--- src/rtl/bit_pixel_writer.sv ---
// Thresholds a 3-third greyscale raster to 1 bit/pixel and packs 8 pixels per byte into three RAMs.
// Optional framing checker enabled by defining BIT_PIXEL_WRITER_CHECK_EN.
module bit_pixel_writer #(
    parameter int third_width  = 240,
    parameter int third_height = 480
) (
    input  logic        pclk,
    input  logic        pclk_reset_n,
    input  logic [7:0]  pix_data,
    input  logic        pix_valid,
    input  logic        pix_sof,
    output logic        pix_ready,
    input  logic [7:0]  threshold,
    output logic [15:0] wr_address,
    output logic [7:0]  wr_data,
    output logic        wr_en_left,
    output logic        wr_en_centerleft,
    output logic        wr_en_right,
    output logic [3:0]  image_number,
    output logic        frame_error
);

    localparam int col_w = $clog2(third_width);
    localparam int row_w = $clog2(third_height);
    localparam logic [col_w-1:0] col_max  = col_w'(third_width - 1);
    localparam logic [row_w-1:0] row_max  = row_w'(third_height - 1);
    localparam logic [14:0]      row_step = 15'(third_width / 8);

    typedef enum logic [1:0] {
        ST_WAIT_SOF = 2'd0,
        ST_ACTIVE   = 2'd1,
        ST_COMMIT   = 2'd2
    } state_t;

    state_t           state_r;
    logic [7:0]       threshold_reg_r;
    logic [col_w-1:0] col_r;
    logic [1:0]       third_r;
    logic [row_w-1:0] row_r;
    logic [14:0]      base_r;
    logic [6:0]       pack_r;
    logic             buf_index_r;
    logic [3:0]       image_number_r;
    logic             pix_ready_r;
    logic             wr_en_left_r;
    logic             wr_en_centerleft_r;
    logic             wr_en_right_r;
    logic [15:0]      wr_address_r;
    logic [7:0]       wr_data_r;

    logic             take_s;
    logic [7:0]       cur_thr_s;
    logic [col_w-1:0] cur_col_s;
    logic [1:0]       cur_third_s;
    logic [row_w-1:0] cur_row_s;
    logic [14:0]      cur_base_s;
    logic [6:0]       cur_pack_s;
    logic             bit_s;
    logic             col_last_s;
    logic             third_last_s;
    logic             group_end_s;
    logic             frame_end_s;
    logic [col_w-1:0] next_col_s;
    logic [1:0]       next_third_s;
    logic [row_w-1:0] next_row_s;
    logic [14:0]      next_base_s;
    logic [14:0]      addr_s;

    // Position of the pixel being taken: a SOF pixel always counts as column 0 / row 0.
    always_comb begin
        take_s = pix_valid & pix_ready_r & ((state_r == ST_ACTIVE) | pix_sof);
        if (pix_sof) begin
            cur_thr_s   = threshold;
            cur_col_s   = '0;
            cur_third_s = 2'd0;
            cur_row_s   = '0;
            cur_base_s  = 15'd0;
            cur_pack_s  = 7'd0;
        end else begin
            cur_thr_s   = threshold_reg_r;
            cur_col_s   = col_r;
            cur_third_s = third_r;
            cur_row_s   = row_r;
            cur_base_s  = base_r;
            cur_pack_s  = pack_r;
        end
        bit_s        = (pix_data >= cur_thr_s);
        col_last_s   = (cur_col_s == col_max);
        third_last_s = (cur_third_s == 2'd2);
        group_end_s  = (cur_col_s[2:0] == 3'd7);
        frame_end_s  = col_last_s & third_last_s & (cur_row_s == row_max);
        addr_s       = cur_base_s + 15'(cur_col_s >> 3);
        if (col_last_s) begin
            next_col_s   = '0;
            next_third_s = third_last_s ? 2'd0 : cur_third_s + 2'd1;
        end else begin
            next_col_s   = cur_col_s + col_w'(1);
            next_third_s = cur_third_s;
        end
        if (col_last_s & third_last_s) begin
            next_row_s  = cur_row_s + row_w'(1);
            next_base_s = cur_base_s + row_step;
        end else begin
            next_row_s  = cur_row_s;
            next_base_s = cur_base_s;
        end
    end

    // Frame FSM, pixel packing and registered RAM write port.
    always_ff @(posedge pclk or negedge pclk_reset_n) begin
        if (!pclk_reset_n) begin
            state_r            <= ST_WAIT_SOF;
            threshold_reg_r    <= 8'd0;
            col_r              <= '0;
            third_r            <= 2'd0;
            row_r              <= '0;
            base_r             <= 15'd0;
            pack_r             <= 7'd0;
            buf_index_r        <= 1'b0;
            image_number_r     <= 4'd0;
            pix_ready_r        <= 1'b0;
            wr_en_left_r       <= 1'b0;
            wr_en_centerleft_r <= 1'b0;
            wr_en_right_r      <= 1'b0;
            wr_address_r       <= 16'd0;
            wr_data_r          <= 8'd0;
        end else begin
            wr_en_left_r       <= 1'b0;
            wr_en_centerleft_r <= 1'b0;
            wr_en_right_r      <= 1'b0;
            case (state_r)
                ST_WAIT_SOF, ST_ACTIVE: begin
                    pix_ready_r <= 1'b1;
                    if (take_s) begin
                        col_r   <= next_col_s;
                        third_r <= next_third_s;
                        row_r   <= next_row_s;
                        base_r  <= next_base_s;
                        pack_r  <= {cur_pack_s[5:0], bit_s};
                        if (pix_sof) begin
                            threshold_reg_r <= threshold;
                        end
                        if (group_end_s) begin
                            wr_data_r    <= {cur_pack_s, bit_s};
                            wr_address_r <= {buf_index_r, addr_s};
                            case (cur_third_s)
                                2'd0:    wr_en_left_r       <= 1'b1;
                                2'd1:    wr_en_centerleft_r <= 1'b1;
                                2'd2:    wr_en_right_r      <= 1'b1;
                                default: wr_en_left_r       <= 1'b0;
                            endcase
                        end
                        if (frame_end_s) begin
                            state_r     <= ST_COMMIT;
                            pix_ready_r <= 1'b0;
                        end else begin
                            state_r <= ST_ACTIVE;
                        end
                    end
                end
                ST_COMMIT: begin
                    buf_index_r    <= ~buf_index_r;
                    image_number_r <= image_number_r + 4'd1;
                    pix_ready_r    <= 1'b1;
                    state_r        <= ST_WAIT_SOF;
                end
                default: begin
                    pix_ready_r <= 1'b0;
                    state_r     <= ST_WAIT_SOF;
                end
            endcase
        end
    end

    assign pix_ready        = pix_ready_r;
    assign wr_address       = wr_address_r;
    assign wr_data          = wr_data_r;
    assign wr_en_left       = wr_en_left_r;
    assign wr_en_centerleft = wr_en_centerleft_r;
    assign wr_en_right      = wr_en_right_r;
    assign image_number     = image_number_r;

`ifdef BIT_PIXEL_WRITER_CHECK_EN
    logic frame_error_r;

    // Sticky flag: SOF inside a frame, or a frame start that arrives without SOF.
    always_ff @(posedge pclk or negedge pclk_reset_n) begin
        if (!pclk_reset_n) begin
            frame_error_r <= 1'b0;
        end else if (pix_valid & pix_ready_r & (state_r == ST_ACTIVE) &
                     (pix_sof | ((col_r == '0) & (third_r == 2'd0) & (row_r == '0)))) begin
            frame_error_r <= 1'b1;
        end else begin
            frame_error_r <= frame_error_r;
        end
    end

    assign frame_error = frame_error_r;
`else
    assign frame_error = 1'b0;
`endif

endmodule

--- config.mk ---
export PLATFORM = sky130hd
export DESIGN_NAME = bit_pixel_writer
export DESIGN_NICKNAME = d
export VERILOG_FILES = /design/src/rtl/bit_pixel_writer.sv
export SDC_FILE = /design/constraint.sdc
export NUM_CORES = 1
export LEC_CHECK = 0
export ABC_AREA = 1
export CELL_PAD_IN_SITES_DETAIL_PLACEMENT = 1
export CELL_PAD_IN_SITES_GLOBAL_PLACEMENT = 2
export CORE_MARGIN = 2
export CORE_UTILIZATION = 36
export CTS_CLUSTER_DIAMETER = 80
export DETAILED_ROUTE_END_ITERATION = 10
export PLACE_DENSITY = 0.94
export SLEW_MARGIN = 20
export SYNTH_ARGS = -nofsm -noshare
export SYNTH_HDL_FRONTEND = slang
export SYNTH_SLANG_ARGS = --single-unit
export TNS_END_PERCENT = 20
--- constraint.sdc ---
create_clock -name pclk -period 5.94 [get_ports pclk]
set_clock_uncertainty 0.15 [all_clocks]
set_input_delay 1.188 -clock pclk [delete_from_list [all_inputs] [get_ports pclk]]
set_output_delay 1.188 -clock pclk [all_outputs]
set_load 0.02 [all_outputs]
==> out/qor.csv <==
metric,value,unit
"FF+latch count, synth",84,
ant diodes,0,
Routed WL per cell,15.02,um
Worst Path Max Fanout,33,
DR pass1 iterations,4,
initial antenna violation count,0,
Final Util,0.4373,
Post-Syn Area,0.004831,mm^2
area grow syn2layout,19.40,%
hold path start,base_r[0]$_DFFE_PN0P_,
# Post-CTS Setup Buffers,0,
"EDFF count, synth",0,
first-pass GRT wire length,22400,um
CTS Buf Count,9,
detailed-route DRC error count,0,
Max-slew headroom,0.4665,
asr flop ratio synth,1.000,
Final HPWL DP,9161,um
outcome,"complete, no violations",
"commonest non-fill, non-tap cells in the layout","219 x nand2_1, 84 x dfrtp_1, 61 x inv_1",
CTS root buffer,clkbuf_16,
endpoint of the worst register-to-register path,wr_address[7]$_DFFE_PN0P_,
crit path kind,in2reg,
Startpoint Class,input port,
worst r2r src,state_r[1]$_DFFE_PN0P_,
Final Non-Filler Cells,853,
post-layout min period,4284,ps
H-tree Lvls,3,
Max Slew Vio Count,0,
"most common cell after layout, fill and taps aside",nand2_1,
WP data required,6080,ps
Slew @ Worst Pin,800.2,ps
Worst-Skew Late Latency,350,ps
final setup TNS,0,ps
number of gates resized after cts,0,
FMAX,233.4,MHz
Hold Path Cell Cnt,2,
hold_buf cts,0,
Die Y,119.8,um
Post-Syn Nets,661,
Worst Reg2Reg Path Length in Cells,10,
drt initial violations,147,
VDD IR max,0.0001958,V
# clock sinks,84,
Post-Syn Instances,627,
total grt overflow,0,
r2r setup slk,2720,ps
Placed Cells,837,
maxcap violations,0,
static leakage,0.002920,uW
CTS tree,done,
Via-to-Cell Ratio,4.938,
cell accounting for the most synthesized area,dfrtp_1,
die width,119.8,um
die area,0.01436,mm^2
vias in the first global route,4557,
Post-Place Cell Area,0.005463,mm^2
CP endpoint kind,flip-flop,
final hold vios,0,
share of cells above drive strength 1,0.08419,
DR vias,4212,
hold worst-path end,base_r[0]$_DFFE_PN0P_,
Yosys warning count,0,
crit path DAT,4420,ps
"wirelength, routed",12820,um
Yosys top cell area share,0.4351,
Final Instance Area,0.005768,mm^2
largest net degree at the start of global routing,85,
Initial Utilization,0.3662,
remaining antenna violation count,0,
I/O Buffers,51,
"CTS clk-pin slew, worst paths",60,ps
Worst Hold Class,reg2reg,
PnR Total Power,1279,uW
Main synth FF type,dfrtp_1,
"Seq/Total Area, Yosys",0.4351,
clk buf depth,2,
period utilisation layout,0.7212,
total track usage,0.1974,
Synth cell types,38,
Pwr Density,221.7,mW/mm^2
"top cells by area, synth","dfrtp_1 44%, nand2_1 17%, inv_1 4.7%",
I/O pins,53,
Std-Cell Rows,42,
Core Area,0.01319,mm^2
Final Wtd Congestion,0.8215,
Final setup viols,0,
mean post-synth cell area,7.705,um^2
layout net count,706,
RSZ-0062 raised after global routing,no,
-- layer usage --
metal / track usage / wire length [um] / share of wire / up-vias
met5: 0 / 0 / 0 / -
met4: 0.04485 / 157 / 0.012 / 0
met3: 0.04610 / 373 / 0.029 / 15
met2: 0.3471 / 6322 / 0.49 / 55
met1: 0.2459 / 5963 / 0.47 / 2072
li1: - / - / - / 2070
-- power by group --
part	internal (uW)	leakage, uW	switching, uW
sequential	589	0.00114	8.43
clock	330	0.000143	247
combinational	37.0	0.00164	68.2
total	955	0.00292	324
-- logic make-up after synthesis --
family	after synthesis	synth area share
adder cells (fa/ha/maj)	14	0.03626
flip-flops	84	0.4351
AND/OR/NAND/NOR	359	0.3367
XOR/XNOR	23	0.04170
multiplexers	7	0.01450
other	1	0.0007763
AO/OA/AOI/OAI	51	0.05672
buffers and inverters	88	0.07822
-- registers in the layout, summed over array words and instances (netlist names) --
name and flops:
pix_ready 1, buf_index_r 1, third_r 2, base_r 15, pack_r 7, threshold_reg_r 8
wr_address 16, wr_en_centerleft 1, wr_en_left 1, wr_data 8, col_r 8, image_number 4
wr_en_right 1, state_r 2, row_r 9
-- critical path: stages --
cell	delay [ps]
clkdlybuf4s50_1	590
inv_8	130
a21oi_2	230
nand2_2	320
inv_2	530
nand2_1	410
buf_4	350
inv_2	360
nand3_1	180
nand2_1	90
-- metrics by stage --
step           hold WS, ps  worst slack, ps
2_1_floorplan        286.1             2702
3_3_place_gp         301.9             1420
3_5_place_dp         308.4             1301
4_1_cts              329.1             1643
5_1_grt              355.8             1411
6_report             320.0             1656
-- area by class of cell --
cell class	instances	area (um^2)
Clock buffer	10	229.0
Clock inverter	6	72.57
Fill cell	1616	7422
Inverter	69	266.5
Multi-Input combinational cell	455	2351
Sequential cell	84	2102
Tap cell	176	220.2
Timing Repair Buffer	53	526.8
-- cell usage after synthesis, types with 8 or more instances --
| master | n |
|---|---|
| nand2_1 | 219 |
| dfrtp_1 | 84 |
| inv_1 | 61 |
| nor2_1 | 52 |
| nand3_1 | 42 |
| o21ai_0 | 26 |
| ha_1 | 14 |
| xor2_1 | 14 |
| nand4_1 | 9 |
| xnor2_1 | 9 |
| a21oi_1 | 8 |
| buf_2 | 8 |
| o21ai_1 | 8 |
-- worst max-delay path by stage --
stage	from	slack, ps	endpoint
after floorplan	pix_sof	2700	row_r[5]$_DFFE_PN0P_
after global placement	pix_sof	1420	wr_address[10]$_DFFE_PN0P_
after detailed placement	pix_sof	1300	wr_address[7]$_DFFE_PN0P_
after CTS	pix_sof	1640	wr_address[7]$_DFFE_PN0P_
after global routing	pix_sof	1410	wr_address[7]$_DFFE_PN0P_
final	pix_sof	1660	wr_address[7]$_DFFE_PN0P_
Power figures use the tool's default switching activity.
